<file path="config.mk">
export PLATFORM = sky130hd
export DESIGN_NAME = vx_sau_operand_loader
export DESIGN_NICKNAME = d
export VERILOG_FILES = /design/src/rtl/VX_sau_pkg.sv /design/src/rtl/vx_sau_operand_loader.sv
export SDC_FILE = /design/constraint.sdc
export NUM_CORES = 1
export LEC_CHECK = 0
export ABC_AREA = 1
export BUFFER_PORTS_ARGS = -buffer_cell sky130_fd_sc_hd__buf_4
export CAP_MARGIN = 20
export CORE_MARGIN = 3
export CORE_UTILIZATION = 55
export DETAILED_ROUTE_END_ITERATION = 10
export PLACE_DENSITY = 0.81
export SLEW_MARGIN = 40
export SYNTH_ARGS = -nofsm -noshare
export SYNTH_HDL_FRONTEND = slang
export SYNTH_SLANG_ARGS = --single-unit
export TNS_END_PERCENT = 10
</file>
<file path="constraint.sdc">
create_clock -name clk -period 3.2 [get_ports clk]
set_input_delay 0.16 -clock clk [delete_from_list [all_inputs] [get_ports clk]]
set_output_delay 0.16 -clock clk [all_outputs]
set_load 0.02 [all_outputs]
</file>
<file path="src/rtl/VX_sau_pkg.sv">
// Shared types for the SAU operand loader.
// Holds the loader FSM state enum, the row-counter width rule and the element type.
// No ports; imported by vx_sau_operand_loader.
package VX_sau_pkg;

   // Loader FSM states.
   typedef enum logic [1:0] {
      LOAD  = 2'd0,
      ISSUE = 2'd1,
      WAIT  = 2'd2
   } sau_state_e;

   // Default geometry of the systolic unit.
   localparam int SAU_MATRIX_SIZE = 3;
   localparam int SAU_DATA_SIZE   = 8;

   // The row counter walks all 2N rows: N rows of A, then N rows of B.
   function automatic int row_cnt_width(input int n);
      return $clog2(2 * n);
   endfunction

   localparam int ROW_CNT_W = row_cnt_width(SAU_MATRIX_SIZE);

   typedef logic [SAU_DATA_SIZE-1:0] sau_elem_t;

endpackage

</file>
<file path="src/rtl/vx_sau_operand_loader.sv">
// Operand loader: assembles NxN operands A and B from a row stream and launches one SAU job.
// Latency: start pulses the cycle after the last (2N-th) row beat; completion is seen from the 2nd WAIT cycle.
// Backpressure: in_ready is low from ISSUE until the SAU reports completion (and while reset is high).
// Ports: clk/reset (sync, active-high), in_valid/in_ready/in_data row stream,
//        mat_a/mat_b operand arrays [row][col], start pulse, sau_ready completion level,
//        busy job-in-flight flag, done_count completed-job counter (wraps).
module vx_sau_operand_loader
   import VX_sau_pkg::*;
#(
   parameter int MATRIX_SIZE = SAU_MATRIX_SIZE,
   parameter int DATA_SIZE   = SAU_DATA_SIZE
) (
   input  logic                                            clk,
   input  logic                                            reset,
   input  logic                                            in_valid,
   output logic                                            in_ready,
   input  logic [MATRIX_SIZE*DATA_SIZE-1:0]                in_data,
   output logic [MATRIX_SIZE-1:0][MATRIX_SIZE-1:0][DATA_SIZE-1:0] mat_a,
   output logic [MATRIX_SIZE-1:0][MATRIX_SIZE-1:0][DATA_SIZE-1:0] mat_b,
   output logic                                            start,
   input  logic                                            sau_ready,
   output logic                                            busy,
   output logic [15:0]                                     done_count
);

   localparam int N   = MATRIX_SIZE;
   localparam int RCW = row_cnt_width(N);
   localparam logic [RCW-1:0] LAST_ROW = RCW'(2 * N - 1);

   // Row unpacking: column c of the beat sits at bits [c*DATA_SIZE +: DATA_SIZE].
   logic [N-1:0][DATA_SIZE-1:0] row_w;
   for (genvar c = 0; c < N; c++) begin : g_unpack
      assign row_w[c] = in_data[c*DATA_SIZE +: DATA_SIZE];
   end

   sau_state_e                             state_q, state_d;
   logic [RCW-1:0]                         row_cnt_q, row_cnt_d;
   logic [N-1:0][N-1:0][DATA_SIZE-1:0]     mat_a_q, mat_a_d;
   logic [N-1:0][N-1:0][DATA_SIZE-1:0]     mat_b_q, mat_b_d;
   logic                                   start_q, start_d;
   logic                                   busy_q, busy_d;
   logic                                   first_wait_q, first_wait_d;
   logic [15:0]                            done_count_q, done_count_d;
   logic                                   beat_acc;

   // Ready only depends on the registered state, plus a hard gate during reset.
   assign in_ready = (state_q == LOAD) && !reset;
   assign beat_acc = in_valid && in_ready;

   always_comb begin
      state_d      = state_q;
      row_cnt_d    = row_cnt_q;
      mat_a_d      = mat_a_q;
      mat_b_d      = mat_b_q;
      start_d      = 1'b0;
      busy_d       = busy_q;
      first_wait_d = first_wait_q;
      done_count_d = done_count_q;

      case (state_q)
         LOAD: begin
            busy_d = 1'b0;
            if (beat_acc) begin
               // Compare against each row index instead of indexing with the
               // counter directly, so the counter width never has to match N.
               for (int r = 0; r < N; r++) begin
                  if (row_cnt_q == RCW'(r))     mat_a_d[r] = row_w;
                  if (row_cnt_q == RCW'(r + N)) mat_b_d[r] = row_w;
               end
               if (row_cnt_q == LAST_ROW) begin
                  row_cnt_d = '0;
                  state_d   = ISSUE;
                  start_d   = 1'b1;
                  busy_d    = 1'b1;
               end else begin
                  row_cnt_d = row_cnt_q + RCW'(1);
               end
            end
         end
         ISSUE: begin
            state_d      = WAIT;
            busy_d       = 1'b1;
            first_wait_d = 1'b1;
         end
         WAIT: begin
            // The first WAIT cycle still sees the SAU's ready from the previous
            // job, so it is never treated as completion.
            first_wait_d = 1'b0;
            if (!first_wait_q && sau_ready) begin
               state_d      = LOAD;
               busy_d       = 1'b0;
               done_count_d = done_count_q + 16'd1;
            end
         end
         default: begin
            state_d = LOAD;
            busy_d  = 1'b0;
         end
      endcase
   end

   always_ff @(posedge clk) begin
      if (reset) begin
         state_q      <= LOAD;
         row_cnt_q    <= '0;
         mat_a_q      <= '0;
         mat_b_q      <= '0;
         start_q      <= 1'b0;
         busy_q       <= 1'b0;
         first_wait_q <= 1'b0;
         done_count_q <= 16'd0;
      end else begin
         state_q      <= state_d;
         row_cnt_q    <= row_cnt_d;
         mat_a_q      <= mat_a_d;
         mat_b_q      <= mat_b_d;
         start_q      <= start_d;
         busy_q       <= busy_d;
         first_wait_q <= first_wait_d;
         done_count_q <= done_count_d;
      end
   end

   assign mat_a      = mat_a_q;
   assign mat_b      = mat_b_q;
   assign start      = start_q;
   assign busy       = busy_q;
   assign done_count = done_count_q;

endmodule

</file>
==> results of run 1 <==
-- power breakdown --
group	total, W	switching, W	internal (W)
Sequential	0.00225	0.0000580	0.00219
Combinational	0.000710	0.000470	0.000239
Clock	0.00191	0.000791	0.00112
-- metrics by stage --
| step | setup slack (ns) | hold WS [ns] | cell area (um2) |
|---|---|---|---|
| after global routing | 0.432 | 0.0531 | 8220 |
| after CTS | 0.639 | 0.0307 | 8210 |
| after detailed placement | 0.661 | 0.452 | 7660 |
| after global placement | 0.770 | 0.452 | 7660 |
| final | 0.666 | 0.0435 | 8220 |
| after floorplan | 1.64 | 0.295 | 6260 |
-- cell families (layout without fill, tap and decap cells) --
| group | Yosys count | after routing |
|---|---|---|
| compound gates | 167 | 167 |
| simple gates | 384 | 384 |
| flops | 168 | 168 |
| buf+inv | 79 | 253 |
| fa+ha+maj | 7 | 7 |
| xor+xnor | 3 | 3 |
-- worst min path at each step --
stage	start	depth (start not counted)	slack, ns	end
floorplan	in_data[7]	2	0.29	mat_b[55]
global placement	mat_b[15]	2	0.45	mat_b[15]
detailed placement	mat_b[11]	2	0.45	mat_b[11]
CTS	in_data[2]	3	0.03	mat_a[26]
global route	in_data[6]	3	0.05	mat_a[6]
finish	in_data[2]	3	0.04	mat_b[50]
-- cell usage in the layout (no fill, tap or decap), types with 2 or more instances in the layout --
cell type	count
sky130_fd_sc_hd__nand2_1	58
sky130_fd_sc_hd__ha_1	6
sky130_fd_sc_hd__clkbuf_8	3
sky130_fd_sc_hd__o21ai_1	21
sky130_fd_sc_hd__clkinvlp_4	4
sky130_fd_sc_hd__nand3_2	2
sky130_fd_sc_hd__nor2_1	252
sky130_fd_sc_hd__clkinv_2	4
sky130_fd_sc_hd__buf_4	192
sky130_fd_sc_hd__clkbuf_16	17
sky130_fd_sc_hd__nor3_1	24
sky130_fd_sc_hd__nor2_4	2
sky130_fd_sc_hd__inv_1	24
sky130_fd_sc_hd__dfxtp_1	168
sky130_fd_sc_hd__xor2_1	2
sky130_fd_sc_hd__nand3_1	34
sky130_fd_sc_hd__o21a_1	2
sky130_fd_sc_hd__inv_2	5
sky130_fd_sc_hd__a21oi_1	57
sky130_fd_sc_hd__o21ai_0	85
sky130_fd_sc_hd__nand2_2	3
sky130_fd_sc_hd__nand4_1	5
-- state kept, by name (all words and copies together) (netlist names) --
register	count
mat_b	72
row_cnt_q	3
busy	1
start	1
state_q	2
done_count	16
mat_a	72
first_wait_q	1
-- routing by layer --
layer / up-vias / GRT usage
met5: - / 0
met1: 2818 / 0.364
met2: 233 / 0.470
met4: 0 / 0.0954
met3: 38 / 0.0770
li1: 2948 / -
-- area by class of cell --
type | count | area [um2] | area share
clock buffers | 21 | 470 | 0.0573
well taps | 140 | 175 | 0.0213
repair buffers | 193 | 1450 | 0.177
clock inverters | 8 | 75.1 | 0.00914
multi-input cells | 561 | 2560 | 0.311
inverters | 31 | 120 | 0.0146
flip-flops and latches | 168 | 3360 | 0.409
-- tightest hold or removal path, stage by stage --
cell	delay (ns)
sky130_fd_sc_hd__buf_4	0.13
sky130_fd_sc_hd__nor2_1	0.05
sky130_fd_sc_hd__nor2_1	0.08
==> results.py, run 1 <==
metrics = {
    "status": {
        "run_status": "finished, final reports clean",
    },
    "synthesis": {
        "cells_after_synth": 808,
        "synthTopCellsByCount": "sky130_fd_sc_hd__nor2_1 (253), sky130_fd_sc_hd__dfxtp_1 (168), sky130_fd_sc_hd__o21ai_0 (85)",
        "cell_type_contributing_the_most_total_cell_area_after_synthesis": "sky130_fd_sc_hd__dfxtp_1",
        "synthDominantCellAreaShare": 0.537,
        "number_of_enable_flip_flop_cells_after_synthesis": 0,
        "synth-simple-area-share": 0.254,
        "post_synth_fa_ha_maj_area_fraction": 0.0140,
        "xor_xnor_fraction_of_synth_area": 0.00419,
        "compound_gate_fraction_of_synth_area": 0.135,
        "ys_top_cells_by_area": "sky130_fd_sc_hd__dfxtp_1 (54%), sky130_fd_sc_hd__nor2_1 (15%), sky130_fd_sc_hd__o21ai_0 (6.8%), sky130_fd_sc_hd__a21oi_1 (4.6%), sky130_fd_sc_hd__nand2_1 (3.5%)",
        "synth_async_sr_flop_share": 0,
        "synthDistinctLibCells": 31,
        "synthMostInstantiatedCell": "sky130_fd_sc_hd__nor2_1",
        "post_synth.cell_area_avg_um2": 7.75,
        "synth_mux_area_frac": 0,
        "largest_family_of_logic_cells_by_synthesized_area": "simple AND/OR/NAND/NOR gates",
        "synth.yosys.seq_area_share": 0.537,
        "ys_ff_latch": 168,
        "synth.yosys.warnings": 0,
        "syn_nets": 843,
        "synth_top_flop_cell": "sky130_fd_sc_hd__dfxtp_1",
        "netlist_area_um2": 6260,
    },
    "critical_path": {
        "start_kind": "register",
        "timing.critical_path.arrival_ns": 2.88,
        "path_depth": 8,
        "cp_data_required_time_ns": 3.55,
        "rr_startpoint": "state_q[1]",
        "worstSetupEndpointType": "register",
        "critPathSlowestCell": "sky130_fd_sc_hd__inv_2",
        "worst_path_dominant_cell_family": "buffers and inverters",
        "path_buf_inv": 3,
        "worst_setup_path_startpoint": "state_q[1]",
        "critical_path.cell_chain": "inv_1, ha_1, nand3_4, inv_4, nand3_2, inv_2, nor2_1, nor2_1",
        "worstReg2RegEnd": "mat_b[37]",
        "type_of_the_worst_setup_path": "reg -> reg",
        "critPathMostFrequentCell": "sky130_fd_sc_hd__nor2_1",
        "r2r_slack_ns": 0.67,
        "timing.critical_path.slowest_cell_delay_ns": 0.56,
        "path_max_fanout": 27,
        "reg2reg_depth": 8,
        "critPathCapture": "mat_b[37]",
    },
    "cells_and_area": {
        "final.fill_count": 910,
        "n_antenna_cell": 0,
        "final_core_util": 0.748,
        "drive_gt1_frac": 0.243,
        "post_layout_nonfiller_instances": 1122,
        "area_added_between_synthesis_and_finish_pct": 31.2,
        "final_nets": 1007,
    },
    "clock_network": {
        "cts_buffer_depth": 2,
        "tritoncts_clock_tree": "done",
        "post-cts-setup-buffers": 0,
        "cts.clk_slew.worst_paths_ns": 0.06,
        "post_cts.resized_instances": 0,
        "clock_tree.root_cell": "sky130_fd_sc_hd__clkbuf_16",
        "tritoncts.num_buffers": 17,
        "clock-sinks": 168,
        "cts.htree.levels": 4,
        "holdBufCountCts": 0,
        "worst_skew_pair.late_latency_ns": 0.41,
    },
    "die": {
        "starting_density_of_the_core": 0.570,
        "io-pin-count": 191,
        "chipWidth_um": 113,
        "die_area_um2": 12700,
        "rows": 38,
        "area_of_the_placeable_core_um2": 11000,
        "die_height_um": 113,
    },
    "worst_hold_path": {
        "hold_path_class": "in -> reg",
    },
    "pwr": {
        "p_total_w": 0.00487,
        "power_leakage_nw": 3.65,
        "power.ir.vdd_worst_mv": 0.560,
        "pwr_density_cell_nw_per_um2": 592,
    },
    "routing": {
        "drt.antenna.violating_nets": 0,
        "drtPass1Iterations": 5,
        "post_drt_via_cell_ratio": 5.38,
        "wirelength_um": 18300,
        "drc_errors": 0,
        "routedWlPerCell_um": 16.3,
        "route.met3.wl_um": 1500,
        "route.met2.wl_um": 8720,
        "highest-signal-layer": "met4",
        "drt-met1-wl_um": 7600,
        "dr_total_vias": 6037,
        "drt_iter0_markers": 557,
    },
    "sta": {
        "final-hold-violation-count": 0,
        "timing.final.setup_violations": 0,
        "rsz0062_at_grt": "false",
        "post-route-period-util": 0.792,
        "report.final.slew_viol_count": 0,
        "total_negative_setup_slack_ns": 0,
        "maxSlewHeadroom": 0.536,
        "clock_skew_ns": 0.00693,
        "highest_clock_frequency_the_design_can_meet_ghz": 0.395,
        "timing.final.crit_period_ns": 2.53,
        "worst-slew-pin-transition_ns": 0.697,
    },
    "global_routing": {
        "maximum_number_of_pins_on_one_net_before_global_route_repair": 111,
        "grt_antenna_before_repair": 0,
        "overflow": 0,
        "global_route_wire_length_before_repair_um": 29000,
        "grt_pass1_vias": 5630,
        "grtUsageTotal": 0.285,
    },
    "job": {
        "drv.max_cap_violation_count": 0,
    },
    "placement": {
        "gp_congestion": 0.807,
        "dpl.hpwl_um": 12200,
        "dp_cells": 1093,
        "port_buffers": 190,
    },
}
Note: power is estimated with default switching activity, not from simulation.
==> run 2, diff against run 1 <==
--- a/config.mk
+++ b/config.mk
@@ -9,9 +9,9 @@
 export BUFFER_PORTS_ARGS = -buffer_cell sky130_fd_sc_hd__buf_4
 export CAP_MARGIN = 20
 export CORE_MARGIN = 3
-export CORE_UTILIZATION = 55
+export CORE_UTILIZATION = 46
 export DETAILED_ROUTE_END_ITERATION = 10
-export PLACE_DENSITY = 0.81
+export PLACE_DENSITY = 0.72
 export SLEW_MARGIN = 40
 export SYNTH_ARGS = -nofsm -noshare
 export SYNTH_HDL_FRONTEND = slang
==> constraint.sdc (replaced) <==
create_clock -name clk -period 2.18 [get_ports clk]
set_input_delay 0.109 -clock clk [delete_from_list [all_inputs] [get_ports clk]]
set_output_delay 0.109 -clock clk [all_outputs]
set_load 0.02 [all_outputs]
==> results.py, run 2 (synthesis gave the netlist of run 1 again) <==
metrics = {
    "pwr": {
        "power_frac_clock": 0.398,
        "power.share.combinational": 0.148,
        "power.switching_w": 0.00196,
        "power.ir.vdd_worst_mv": 0.539,
        "internal-power_w": 0.00533,
        "power_frac_seq": 0.453,
        "power.share.switching": 0.269,
        "power_leakage_nw": 3.78,
        "pwr_density_cell_nw_per_um2": 856,
    },
    "cells_and_area": {
        "final.fill_count": 1184,
        "drive_gt1_frac": 0.244,
        "area_added_between_synthesis_and_finish_pct": 36.0,
        "final_nets": 1033,
        "most-common-layout-cells": "sky130_fd_sc_hd__nor2_1 (252), sky130_fd_sc_hd__buf_4 (201), sky130_fd_sc_hd__dfxtp_1 (168)",
        "n_antenna_cell": 0,
        "final_common_cell": "sky130_fd_sc_hd__nor2_1",
        "post_layout_nonfiller_instances": 1186,
    },
    "sta": {
        "rsz0062_at_grt": "false",
        "highest_clock_frequency_the_design_can_meet_ghz": 0.528,
        "final-hold-violation-count": 0,
        "post-route-period-util": 0.869,
        "timing.final.setup_violations": 0,
        "report.final.slew_viol_count": 0,
        "worst-slew-pin-transition_ns": 0.622,
        "total_negative_setup_slack_ns": 0,
        "clock_skew_ns": 0.00553,
        "maxSlewHeadroom": 0.585,
        "timing.final.crit_period_ns": 1.89,
    },
    "critical_path": {
        "timing.critical_path.slowest_cell_delay_ns": 0.32,
        "type_of_the_worst_setup_path": "reg -> reg",
        "cp_data_required_time_ns": 2.46,
        "r2r_slack_ns": 0.29,
        "start_kind": "register",
        "critPathSlowestCell": "sky130_fd_sc_hd__dfxtp_1",
        "path_buf_inv": 1,
        "path_max_fanout": 24,
        "worstSetupEndpointType": "register",
        "critical_path.cell_chain": "inv_1, ha_1, nand3_4, nor2_8, nand2_2, nor2_1, nor3_1",
        "worstReg2RegEnd": "mat_a[71]",
        "rr_startpoint": "state_q[1]",
        "reg2reg_depth": 7,
        "timing.critical_path.arrival_ns": 2.17,
        "worst_path_dominant_cell_family": "simple AND/OR/NAND/NOR gates",
    },
    "placement": {
        "gp_congestion": 0.787,
        "port_buffers": 190,
        "dpl.hpwl_um": 12600,
        "dp_cells": 1138,
    },
    "worst_hold_path": {
        "hold_path_end": "mat_b[48]",
        "hold_path_class": "in -> reg",
        "worst_hold_path.num_cells": 3,
        "hp-start": "in_data[0]",
    },
    "clock_network": {
        "post-cts-setup-buffers": 0,
        "post_cts.resized_instances": 0,
        "tritoncts_clock_tree": "done",
        "cts.htree.levels": 4,
        "clock_tree.root_cell": "sky130_fd_sc_hd__clkbuf_16",
        "cts.clk_slew.worst_paths_ns": 0.06,
        "clock-sinks": 168,
        "cts_buffer_depth": 2,
        "worst_skew_pair.late_latency_ns": 0.42,
        "tritoncts.num_buffers": 17,
    },
    "routing": {
        "drc_errors": 0,
        "post_drt_via_cell_ratio": 5.04,
        "drtPass1Iterations": 5,
        "dr_total_vias": 5983,
        "drt_iter0_markers": 419,
        "drt.antenna.violating_nets": 0,
        "wirelength_um": 18900,
        "routedWlPerCell_um": 16.0,
    },
    "global_routing": {
        "overflow": 0,
        "grt_pass1_vias": 5416,
        "grtUsageTotal": 0.251,
        "grt_antenna_before_repair": 0,
        "global_route_wire_length_before_repair_um": 29300,
        "maximum_number_of_pins_on_one_net_before_global_route_repair": 111,
    },
    "die": {
        "area_of_the_placeable_core_um2": 13300,
        "chipWidth_um": 123,
        "die_area_um2": 15100,
        "io-pin-count": 191,
        "die_height_um": 123,
        "starting_density_of_the_core": 0.471,
        "rows": 42,
    },
    "job": {
        "drv.max_cap_violation_count": 0,
    },
    "status": {
        "run_status": "finished, final reports clean",
    },
}
[run 2: changes by cell type in the layout (fill, tap and decap cells not counted)]
| cell | change |
|---|---|
| sky130_fd_sc_hd__dlygate4sd3_1 | +17 |
| sky130_fd_sc_hd__buf_4 | +9 |
| sky130_fd_sc_hd__clkbuf_1 | +2 |
| sky130_fd_sc_hd__clkinv_2 | +2 |
| sky130_fd_sc_hd__clkinvlp_4 | -2 |
| sky130_fd_sc_hd__buf_12 | +1 |
| sky130_fd_sc_hd__buf_6 | -1 |
| sky130_fd_sc_hd__bufinv_16 | +1 |
| sky130_fd_sc_hd__clkbuf_8 | -1 |
| sky130_fd_sc_hd__ha_1 | +1 |
| sky130_fd_sc_hd__ha_2 | -1 |
| sky130_fd_sc_hd__nand2_1 | +1 |
| sky130_fd_sc_hd__nand2_2 | -1 |
[run 2: worst reg2reg max path: stages (launching register included)]
cell,delay (ns)
sky130_fd_sc_hd__dfxtp_1,0.32
sky130_fd_sc_hd__inv_1,0.13
sky130_fd_sc_hd__ha_1,0.23
sky130_fd_sc_hd__nand3_4,0.20
sky130_fd_sc_hd__nor2_8,0.23
sky130_fd_sc_hd__nand2_2,0.32
sky130_fd_sc_hd__nor2_1,0.24
sky130_fd_sc_hd__nor3_1,0.08
[run 2: routing by layer]
metal | vias up | track usage | wire length (um)
li1 | 3005 | - | -
met1 | 2749 | 0.332 | 8300
met2 | 200 | 0.394 | 8890
met3 | 29 | 0.0696 | 1320
met4 | 0 | 0.0938 | 416
met5 | - | 0 | 0
[run 2: final cells by class]
class / count / area, um2 / share of cell area
clock buffer: 22 / 464 / 0.0545
clock inverter: 9 / 100 / 0.0117
inverter: 31 / 120 / 0.0141
multi-input combinational: 561 / 2550 / 0.300
sequential: 168 / 3360 / 0.395
tap: 176 / 220 / 0.0258
timing repair buffer: 219 / 1700 / 0.199
[run 2: power groups by stage]
stage                     sequential (W)  clock (W)  combinational (W)
final                            0.00331    0.00291            0.00108
after global placement           0.00337          0            0.00105
after floorplan                  0.00350          0           0.000502
after CTS                        0.00330    0.00295            0.00108
after global routing             0.00332    0.00308            0.00119
after detailed placement         0.00337          0            0.00106
[run 2: worst max path at each step]
stage	startpoint	end	slack [ns]	depth (start not counted)
after global placement	state_q[0]	done_count[10]	0.34	7
after global routing	state_q[0]	done_count[11]	0.03	8
final	state_q[1]	mat_a[71]	0.29	7
after CTS	state_q[1]	mat_b[10]	0.29	9
after floorplan	state_q[0]	done_count[10]	0.62	7
after detailed placement	state_q[1]	mat_b[10]	0.30	9
[run 2: timing repair]
action,CTS,global route
hold buffers,17,0
setup endpoints to repair,0,0
hold endpoints to repair,40,0
[run 2: per-stage QoR]
| stage | instance area [um2] | power (W) | worst slack, ns | util | hold WS, ns |
|---|---|---|---|---|---|
| after floorplan | 6260 | 0.00401 | 0.622 | - | 0.244 |
| after global placement | 7790 | 0.00441 | 0.341 | 0.586 | 0.407 |
| after detailed placement | 7790 | 0.00443 | 0.300 | 0.586 | 0.411 |
| after CTS | 8520 | 0.00734 | 0.285 | 0.641 | 0.00152 |
| after global routing | 8520 | 0.00760 | 0.0343 | 0.641 | 0.00517 |
| final | 8520 | 0.00729 | 0.285 | 0.641 | 0.0166 |
==> run 3, diff against run 2 <==
--- a/config.mk
+++ b/config.mk
@@ -11,7 +11,8 @@
 export CORE_MARGIN = 3
 export CORE_UTILIZATION = 46
 export DETAILED_ROUTE_END_ITERATION = 10
-export PLACE_DENSITY = 0.72
+export HOLD_SLACK_MARGIN = 0.15
+export PLACE_DENSITY = 0.76
 export SLEW_MARGIN = 40
 export SYNTH_ARGS = -nofsm -noshare
 export SYNTH_HDL_FRONTEND = slang
==> constraint.sdc (replaced) <==
create_clock -name clk -period 1.7 [get_ports clk]
set_input_delay 0.085 -clock clk [delete_from_list [all_inputs] [get_ports clk]]
set_output_delay 0.085 -clock clk [all_outputs]
set_load 0.02 [all_outputs]
==> results.py, run 3 (synthesis gave the netlist of run 1 again) <==
metrics = {
    "worst_hold_path": {
        "hold_path_end": "row_cnt_q[2]",
        "hold_path_class": "in -> reg",
        "worst_hold_path.num_cells": 4,
        "hp-start": "in_valid",
    },
    "critical_path": {
        "reg2reg_depth": 9,
        "worstSetupEndpointType": "register",
        "path_buf_inv": 3,
        "worst_path_dominant_cell_family": "simple AND/OR/NAND/NOR gates",
        "critPathSlowestCell": "sky130_fd_sc_hd__dfxtp_1",
        "timing.critical_path.arrival_ns": 1.97,
        "start_kind": "register",
        "path_max_fanout": 10,
        "path_depth": 9,
        "r2r_slack_ns": 0.09,
        "critical_path.cell_chain": "inv_2, ha_2, nand3_4, nor2_8, nand2_4, inv_2, buf_4, nor2_1, nor2_1",
        "worst_setup_path_startpoint": "state_q[0]",
        "timing.critical_path.slowest_cell_delay_ns": 0.34,
        "rr_startpoint": "state_q[0]",
        "type_of_the_worst_setup_path": "reg -> reg",
        "cp_data_required_time_ns": 2.06,
        "worstReg2RegEnd": "mat_a[14]",
    },
    "sta": {
        "report.final.slew_viol_count": 0,
        "worst-slew-pin-transition_ns": 0.662,
        "rsz0062_at_grt": "true",
        "post-route-period-util": 0.947,
        "clock_skew_ns": 0.00624,
        "highest_clock_frequency_the_design_can_meet_ghz": 0.621,
        "final-hold-violation-count": 0,
        "setup_slack_after_layout_ns": 0.0900,
        "timing.final.crit_period_ns": 1.61,
        "maxSlewHeadroom": 0.559,
        "timing.final.setup_violations": 0,
    },
    "cells_and_area": {
        "most-common-layout-cells": "sky130_fd_sc_hd__nor2_1 (251), sky130_fd_sc_hd__buf_4 (206), sky130_fd_sc_hd__dfxtp_1 (168)",
        "drive_gt1_frac": 0.258,
        "final_common_cell": "sky130_fd_sc_hd__nor2_1",
        "n_antenna_cell": 0,
        "final_nets": 1053,
        "final_core_util": 0.665,
        "area_added_between_synthesis_and_finish_pct": 41.2,
    },
    "placement": {
        "port_buffers": 190,
        "gp_congestion": 0.856,
        "dp_slack_ns": -0.0170,
        "dpl.hpwl_um": 12700,
    },
    "die": {
        "area_of_the_placeable_core_um2": 13300,
        "starting_density_of_the_core": 0.471,
        "die_height_um": 123,
        "chipWidth_um": 123,
        "io-pin-count": 191,
        "die_area_um2": 15100,
        "rows": 42,
    },
    "pwr": {
        "pwr_density_cell_nw_per_um2": 1110,
        "power_leakage_nw": 3.94,
        "power.ir.vdd_worst_mv": 0.645,
    },
    "clock_network": {
        "tritoncts.num_buffers": 17,
        "post-cts-setup-buffers": 0,
        "clock_tree.root_cell": "sky130_fd_sc_hd__clkbuf_16",
        "cts_buffer_depth": 2,
        "tritoncts_clock_tree": "done",
        "worst_skew_pair.late_latency_ns": 0.42,
        "cts.htree.levels": 4,
        "clock-sinks": 168,
        "cts.clk_slew.worst_paths_ns": 0.07,
    },
    "status": {
        "run_status": "finished, final reports clean",
    },
    "routing": {
        "dr_total_vias": 6251,
        "drt.antenna.violating_nets": 0,
        "drc_errors": 0,
        "routedWlPerCell_um": 15.9,
        "drt_iter0_markers": 678,
        "drtPass1Iterations": 5,
        "wirelength_um": 19200,
        "post_drt_via_cell_ratio": 5.18,
    },
    "global_routing": {
        "global_route_wire_length_before_repair_um": 29200,
        "maximum_number_of_pins_on_one_net_before_global_route_repair": 111,
        "overflow": 0,
        "grtUsageTotal": 0.250,
        "grt_antenna_before_repair": 0,
        "grt_pass1_vias": 5445,
    },
    "job": {
        "drv.max_cap_violation_count": 0,
    },
}
## run 3: cell count changes in the layout (fill, tap and decap cells not counted), sizes merged
cell | previous run | this run
bufinv | 2 | 4
buf | 202 | 214
dlygate4sd3 | 17 | 25
clkbuf | 22 | 19
clkinv | 6 | 8
## run 3: worst max-delay path by stage
stage | endpoint | slack [ns]
after global routing | mat_a[46] | -0.02
after floorplan | done_count[10] | 0.14
final | mat_a[14] | 0.09
after CTS | mat_a[53] | -0.01
after global placement | row_cnt_q[1] | 0.05
after detailed placement | mat_b[42] | -0.02
## run 3: through the flow
stage	total power (W)	cell area, um2	instances	hold WS, ns	setup TNS [ns]
CTS	0.00983	8790	1207	0.162	-0.0514
floorplan	0.00514	6260	808	0.220	0
global placement	0.00573	7910	1150	0.381	0
finish	0.00981	8850	1207	0.187	0
detailed placement	0.00576	7910	1150	0.388	-0.145
global route	0.0102	8850	1207	0.212	-0.150
## run 3: timing repair
item	4_1_cts	5_1_grt
hold buffers	25	0
resized for setup	3	15
pin swaps	0	1
endpoints found under the setup margin	63	145
endpoints found under the hold margin	146	0
## run 3: layer usage
metal,track usage,vias up,part of all wire
met4,0.0910,0,0.023
met2,0.394,277,0.47
met5,0,-,0
li1,-,3056,-
met3,0.0664,36,0.086
met1,0.329,2882,0.42
## run 3: power breakdown
group | switching, W | leakage, nW | internal, W
registers | 0.000120 | 1.36 | 0.00413
clock network | 0.00154 | 0.302 | 0.00249
logic | 0.000940 | 2.28 | 0.000596
## run 3: cell type report
type	count	area, um2
Fill cell	1138	4450
Sequential cell	168	3360
Multi-Input combinational cell	561	2590
Timing Repair Buffer	239	1930
Clock buffer	19	443
Tap cell	176	220
Clock inverter	13	178
Inverter	31	128
## run 3: tightest hold or removal path: stages
cell and delay, ns:
sky130_fd_sc_hd__buf_4 0.12, sky130_fd_sc_hd__nand3_4 0.15, sky130_fd_sc_hd__a22oi_1 0.11, sky130_fd_sc_hd__nor2_1 0.10
